[config.mk]
export PLATFORM = sky130hd
export DESIGN_NAME = fwd_hazard_unit
export DESIGN_NICKNAME = d
export VERILOG_FILES = /design/src/rtl/fwd_hazard_unit.sv
export SDC_FILE = /design/constraint.sdc
export NUM_CORES = 1
export LEC_CHECK = 0
export BUFFER_PORTS_ARGS = -buffer_cell sky130_fd_sc_hd__buf_2
export CAP_MARGIN = 20
export CELL_PAD_IN_SITES_DETAIL_PLACEMENT = 0
export CELL_PAD_IN_SITES_GLOBAL_PLACEMENT = 1
export CORE_AREA = 5 5 103 105
export DETAILED_ROUTE_END_ITERATION = 10
export DIE_AREA = 0 0 108 110
export GPL_TIMING_DRIVEN = 1
export PLACE_DENSITY = 0.78
export SYNTH_ARGS = -nofsm -noshare
export SYNTH_HDL_FRONTEND = slang
export SYNTH_SLANG_ARGS = --single-unit
[constraint.sdc]
create_clock -name clk -period 3.3 [get_ports clk]
set_input_delay 0.33 -clock clk [delete_from_list [all_inputs] [get_ports clk]]
set_output_delay 0.33 -clock clk [all_outputs]
set_load 0.01 [all_outputs]
[src/rtl/fwd_hazard_unit.sv]
// Operand forwarding, load-use and long-latency scoreboard hazard detection
// for the EX stage, with a saturating stall-cycle counter.
module fwd_hazard_unit #(
  parameter int unsigned AW      = 5,
  parameter int unsigned NUM_SRC = 2,
  parameter int unsigned N_FWD   = 2,
  parameter int unsigned SELW    = $clog2(N_FWD + 1),
  parameter int unsigned CNT_W   = 16
) (
  input  logic                      clk,
  input  logic                      reset,
  input  logic [NUM_SRC*AW-1:0]     rs_ex,
  input  logic [N_FWD*AW-1:0]       rd_stg,
  input  logic [N_FWD-1:0]          regwen_stg,
  input  logic [NUM_SRC*AW-1:0]     rs_id,
  input  logic [NUM_SRC-1:0]        rs_used_id,
  input  logic [AW-1:0]             rd_id,
  input  logic                      regwen_id,
  input  logic [AW-1:0]             rd_ex,
  input  logic                      memrd_ex,
  input  logic                      regwen_ex,
  input  logic                      lat_issue,
  input  logic [AW-1:0]             lat_issue_rd,
  input  logic                      lat_done,
  input  logic [AW-1:0]             lat_done_rd,
  output logic [NUM_SRC*SELW-1:0]   fwd_sel,
  output logic                      stall_if,
  output logic                      stall_id,
  output logic                      bubble_ex,
  output logic [(2**AW)-1:0]        pending,
  output logic [CNT_W-1:0]          stall_cnt
);

  localparam int unsigned NREG = 2**AW;

  logic [NUM_SRC*SELW-1:0] w_fwd_sel;
  logic                    w_lu_match;
  logic                    w_sb_src;
  logic                    w_load_use;
  logic                    w_waw;
  logic                    w_stall;
  logic [NREG-1:0]         w_pending_nxt;
  logic [NREG-1:0]         r_pending;
  logic [CNT_W-1:0]        r_cnt;

  // Oldest stage is visited first so the youngest matching stage overwrites it.
  always_comb begin
    w_fwd_sel = '0;
    for (int i = 0; i < int'(NUM_SRC); i++) begin
      for (int k = int'(N_FWD) - 1; k >= 0; k--) begin
        if (regwen_stg[k] && (rd_stg[k*AW +: AW] != '0) &&
            (rd_stg[k*AW +: AW] == rs_ex[i*AW +: AW])) begin
          w_fwd_sel[i*SELW +: SELW] = SELW'(k + 1);
        end
      end
    end
  end

  // ID source hits on the EX load destination and on pending long-latency results.
  always_comb begin
    w_lu_match = 1'b0;
    w_sb_src   = 1'b0;
    for (int i = 0; i < int'(NUM_SRC); i++) begin
      if (rs_used_id[i] && (rs_id[i*AW +: AW] == rd_ex)) begin
        w_lu_match = 1'b1;
      end
      if (rs_used_id[i] && (rs_id[i*AW +: AW] != '0) && r_pending[rs_id[i*AW +: AW]]) begin
        w_sb_src = 1'b1;
      end
    end
  end

  assign w_load_use = memrd_ex & regwen_ex & (rd_ex != '0) & w_lu_match;
  assign w_waw      = regwen_id & (rd_id != '0) & r_pending[rd_id];
  assign w_stall    = ~reset & (w_load_use | w_sb_src | w_waw);

  assign fwd_sel   = reset ? '0 : w_fwd_sel;
  assign stall_if  = w_stall;
  assign stall_id  = w_stall;
  assign bubble_ex = w_stall;
  assign pending   = r_pending;
  assign stall_cnt = r_cnt;

  // Issue is applied after completion so a same-register collision stays pending.
  always_comb begin
    w_pending_nxt = r_pending;
    if (lat_done) begin
      w_pending_nxt[lat_done_rd] = 1'b0;
    end
    if (lat_issue) begin
      w_pending_nxt[lat_issue_rd] = 1'b1;
    end
    w_pending_nxt[0] = 1'b0;
  end

  always_ff @(posedge clk) begin
    if (reset) begin
      r_pending <= '0;
      r_cnt     <= '0;
    end else begin
      r_pending <= w_pending_nxt;
      if (w_stall && (r_cnt != '1)) begin
        r_cnt <= r_cnt + CNT_W'(1);
      end
    end
  end

endmodule

==> results_dict.tcl, run 1 <==
set metrics [dict create \
    status "complete, no violations" \
    synth_edf_count 0 \
    worstMarginPinSlew_ps 1056 \
    ys_warn_count 0 \
    antenna_found_initial 0 \
    reg2reg_slack_ps 740 \
    initial_core_util 0.3608 \
    postCtsSetupBuffers 0 \
    end_kind "output pin" \
    synth_top_cells_by_count "dfxtp_1 (47), o21ai_0 (45), nand2_1 (44)" \
    fp.dieH_microns 110 \
    port_buffers 114 \
    wl_per_cell_microns 17.43 \
    finalSetupTns_ps 0 \
    max-cap-violations 0 \
    dr.pass1.iters 4 \
    num_rows 36 \
    vdd_ir_drop_max_mv 0.1992 \
    synth_area_sq_mm 0.003446 \
    pin_count 116 \
    finalSetupViolations 0 \
    synth_seq_cells 47 \
    place_congestion 0.9515 \
    hold_buffers 0 \
    synthArstFlopShare 0 \
    cts_num_sinks 47 \
    power_uw 1262 \
    clkLatencyLatePin_ps 300 \
    ys_seq_area_frac 0.2731 \
    syn_avg_cell_area_sq_um 8.425 \
    start_kind "flip-flop" \
    path_class "reg2out" \
    synth.largest_area_cell "dfxtp_1" \
    syn_inst 409 \
    finalCritPeriodShare 0.8838 \
    antenna_left 0 \
    grt.total_usage 0.1830 \
    routed_wirelength_mm 11.21 \
    grt_max_degree 56 \
    fp.dieW_microns 108 \
    rsz0062_at_grt "false" \
    critPathArrivalTime_ps 2590 \
    htreeDepth 2 \
    final_net_count 571 \
    maxSlewViolCount 0 \
    syn_nets 471 \
    hold_path.class "in2reg" \
    powerDensity_mw_per_mm2 301.3 \
    vias 3654 \
    drt_iter0_markers 287 \
    yosysMostFrequentCell "dfxtp_1" \
    min_period_ps 2917 \
    die_area_sq_mm 0.01188 \
    synth_top_cells_by_area "dfxtp_1 (27%), mux4_2 (10%), o21ai_0 (6.5%)" \
    post-route-drc-count 0 \
    slew_headroom 0.2942 \
    drive_above_1_share 0.3098 \
    clock_skew_ps 10.98 \
    clk_pin_slew_ps 90 \
    synth_top_area_frac 0.2731 \
    hold_viol_final 0 \
    grt_pass1_vias 3489 \
    fmax_ghz 0.3429 \
    core_area_sq_mm 0.009549 \
    worst-endpoint-required_ps 2970 \
    via_per_inst 5.683 \
    grt_pass1_wl_mm 17.48 \
    yosysUniqueCellTypes 49 \
    numCtsBuffers 5 \
    areaGrowthSynthToFinish_pct 21.57 \
    cts_tree "built" \
    clk_path_buf_depth 2 \
    hpwl_mm 8.443 \
    critPathMaxFanout 18 \
    overflow 0 \
    power.leakage_uw 0.001658 \
    diodes 0 \
    root_buffer "clkbuf_8" \
    postCtsResizedCells 0 \
    synth_top_flop_cell "dfxtp_1" \
]
==> report_power, final <==
group,internal (uW),switching (uW),total [uW]
registers,574,13.8,588
clock network,226,197,423
logic,105,146,251
total,905,357,1260
==> through the flow <==
step	hold slack (ps)	cells	utilization	setup WS [ps]	cell area, sq um
final	451.3	643	0.4387	383.5	4189
after global routing	461.1	643	0.4387	253.6	4189
after CTS	442.1	643	0.4387	368.8	4189
after detailed placement	495.4	635	0.4269	454.0	4076
after global placement	479.8	635	0.4269	447.2	4076
after floorplan	504.2	409	-	529.6	3446
==> registers in the layout (all words and copies together), names as in the netlist <==
| name | flops |
|---|---|
| pending | 31 |
| stall_cnt | 16 |
==> routing by layer <==
layer,share of wire,GRT usage
met1,0.42,0.2422
met2,0.47,0.3108
met3,0.092,0.02970
met4,0.014,0.04959
met5,0,0
==> worst paths after layout <==
check,startpoint,endpoint,cells after the start
setup reg to reg,pending[12],stall_cnt[9],9
hold / removal,lat_issue_rd[2],pending[27],4
hold reg to reg,stall_cnt[14],stall_cnt[14],2
setup / recovery,pending[9],stall_id,8
==> worst max-delay path, stage by stage (launching register included) <==
cell and delay (ps):
dfxtp_1 370, mux4_2 450, nand2b_1 150, and3_1 160
o311a_1 340, nor4_4 280, buf_4 260, nor2_1 90
buf_2 180
==> cell usage in the layout, fill, tap and decap left out, types with 2 or more instances in the layout <==
master	instances
dfxtp_1	47
o211ai_1	2
or3_1	7
buf_2	114
and3b_1	4
inv_1	4
nand2b_1	2
or3b_2	3
or4_1	13
buf_4	3
mux2i_1	9
clkbuf_8	5
nand3b_1	8
o21ai_0	45
nor2b_1	12
nor3_1	7
nand3_1	15
nor4_1	8
and3_1	6
mux4_2	16
a221oi_1	4
nand2_1	44
a21oi_1	43
xor2_1	18
o31ai_1	4
nor3b_1	7
nand4_1	3
xnor2_1	12
a211oi_1	2
a31oi_1	3
mux2_2	11
nor2_1	12
==> logic make-up (layout without fill, tap and decap cells) <==
family	count (synthesis)	count (layout)	share of synthesized area
AO/OA/AOI/OAI	110	110	0.1794
XOR/XNOR	30	30	0.07625
AND/OR/NAND/NOR	155	155	0.2538
multiplexers	37	37	0.1710
flip-flops	47	47	0.2731
adder cells (fa/ha/maj)	1	1	0.003631
buffers and inverters	28	129	0.04176
other	1	1	0.001088
==> final cells by class <==
cell class	count	area [sq um]
flip-flops and latches	47	940.9
clock buffers	5	68.82
multi-input cells	334	2361
repair buffers	117	593.1
clock inverters	3	43.79
inverters	4	15.01
fillers	1011	5360
well taps	133	166.4
Note: power is estimated with default switching activity, not from simulation.
==> inputs of run 2 (changes only) <==
Settings changed: SLEW_MARGIN set to 25.
Clock period 3.3 ns to 2.7 ns, I/O delays scaled along.
==> run 2 against run 1 <==
Effect of this change: the run now ends with setup timing left; clock-buffer cell count up 1; global-route usage up 1.1 points; clock skew down 2.4 ps; sequential share of layout area down 0.89 points; critical path depth unchanged; die area unchanged; setup slack worse by 390 ps; wire length up 5.0%; sequential power up 22%; first-iteration DRC count down 8.4%; critical endpoint is now bubble_ex; register-to-register slack worse by 640 ps; flip-flop and latch count unchanged.
==> results_dict.tcl, run 2 (synthesized netlist as in run 1, its figures left out) <==
set metrics [dict create \
    status "finished, violations left" \
    violations "setup timing" \
    drive_above_1_share 0.3757 \
    rsz0062_at_grt "true" \
    cts_tree "built" \
    powerDensity_mw_per_mm2 361.8 \
    cp_slowest_cell "mux4_2" \
    areaGrowthSynthToFinish_pct 29.59 \
    finalSetupViolations 3 \
    critPathMaxFanout 4 \
    place_congestion 0.8813 \
    final_common_cell "buf_2" \
    clock_skew_ps 8.594 \
    fp.dieW_microns 108 \
    die_area_sq_mm 0.01188 \
    wl_per_cell_microns 17.83 \
    port_buffers 114 \
    root_buffer "clkbuf_8" \
    final_cells 660 \
    clk_pin_slew_ps 90 \
    clkLatencyLatePin_ps 300 \
    hold_path.class "in2reg" \
    p_clk_frac 0.334 \
    fillCellCount 951 \
    switchingPower_uw 449.2 \
    grt_pass1_wl_mm 18.43 \
    antenna_found_initial 0 \
    finalSetupTns_ps -25.64 \
    multiInputGateArea_sq_mm 0.002419 \
    min_period_ps 2709 \
    via_per_inst 5.542 \
    path_class "reg2out" \
    largest_reg_flops 31 \
    final_net_count 588 \
    register_area_sq_um 963.4 \
    grt.total_usage 0.1943 \
    post-route-drc-count 0 \
    max-cap-violations 0 \
    power_uw 1616 \
    overflow 0 \
    max_stage_delay_ps 470 \
    sw_frac_of_total 0.2780 \
    hpwl_mm 8.692 \
    dp.cells 643 \
    comb_power_share 0.222 \
    drt_iter0_markers 263 \
    clk_path_buf_depth 2 \
    pwr-share-seq 0.444 \
    critPathArrivalTime_ps 2440 \
    finalCritPeriodShare 1.003 \
    fmax_ghz 0.3692 \
    pin_count 116 \
    grt_max_degree 56 \
    routed_wirelength_mm 11.77 \
    finalWorstSetupSlack_ps -8.775 \
    vdd_ir_drop_max_mv 0.1965 \
    end_kind "output pin" \
    diodes 0 \
    p_int_uw 1167 \
    num_rows 36 \
    core_area_sq_mm 0.009549 \
    hold_viol_final 0 \
    slew_headroom 0.5370 \
    worst-endpoint-required_ps 2430 \
    dr.pass1.iters 4 \
    vias 3658 \
    grt_pass1_vias 3642 \
    initial_core_util 0.3608 \
    most-common-layout-cells "buf_2 (111), o21ai_0 (45), nand2_1 (44), a21oi_1 (43), dfxtp_1 (33)" \
    maxSlewViolCount 0 \
    cts_num_sinks 47 \
    htreeDepth 2 \
    fp.dieH_microns 110 \
    power.leakage_uw 0.001793 \
    numCtsBuffers 5 \
    start_kind "flip-flop" \
    worstMarginPinSlew_ps 691.9 \
    path_cells "mux4_2 > nor2b_2 > nor3_2 > o311a_4 > nor4_4 > buf_12 > nor2_4 > buf_6" \
    antenna_left 0 \
]
-- run 2: changes by cell type in the layout (fill, tap and decap cells not counted), moves of 3 or more --
cell | before | now
buf_4 | 3 | 16
a221oi_1 | 4 | 1
dfxtp_2 | 0 | 12
buf_2 | 114 | 111
buf_6 | 0 | 5
dfxtp_1 | 47 | 33
a221oi_2 | 0 | 3
-- run 2: metrics by stage --
stage | instance area [sq um] | utilization | hold WS [ps] | worst slack, ps
2_1_floorplan | 3446 | - | 466.8 | 49.59
3_3_place_gp | 4149 | 0.4345 | 484.4 | 14.14
3_5_place_dp | 4149 | 0.4345 | 491.2 | 5.079
4_1_cts | 4374 | 0.4581 | 372.9 | -90.49
5_1_grt | 4466 | 0.4676 | 388.0 | -144.8
6_report | 4466 | 0.4676 | 372.7 | -8.775
-- run 2: layer usage --
| metal | wire length (microns) | GRT usage | vias up |
|---|---|---|---|
| li1 | - | - | 1770 |
| met1 | 4893 | 0.2451 | 1708 |
| met2 | 5509 | 0.3295 | 156 |
| met3 | 1091 | 0.04601 | 24 |
| met4 | 272 | 0.06132 | 0 |
| met5 | 0 | 0 | - |
-- run 2: cell type report --
class	instances	share of cell area
clock buffers	6	0.01849
multi-input cells	334	0.5416
repair buffers	134	0.1757
clock inverters	2	0.007845
well taps	133	0.03727
flip-flops and latches	47	0.2157
inverters	4	0.003362
-- run 2: power groups by stage --
stage,logic [uW],clock network (uW),registers [uW]
after floorplan,185,0,733
after global placement,312,0,735
after detailed placement,315,0,735
after CTS,349,555,719
after global routing,391,581,719
final,358,540,718
-- run 2: worst max-delay path: cells and delay by family, from the launching register on --
| kind | cells | cell delay [ps] |
|---|---|---|
| compound gates | 1 | 370 |
| buf+inv | 2 | 310 |
| flops | 1 | 380 |
| simple gates | 4 | 600 |
| mux | 1 | 470 |
-- run 2: final timing paths --
check,start,endpoint,slack [ps],cells after the start
max reg2reg,pending[5],stall_cnt[5],100,9
max,pending[5],bubble_ex,-9,8
min,lat_issue_rd[2],pending[27],370,4
min reg2reg,stall_cnt[14],stall_cnt[14],510,2
-- run 2: timing repair --
item                       in CTS  in global routing
setup buffers                   5                  3
hold buffers                    0                  0
pin swaps                       3                  5
setup endpoints to repair       3                 14
resized for setup              10                 22
gates cloned                    1                  0
hold endpoints to repair        0                  0
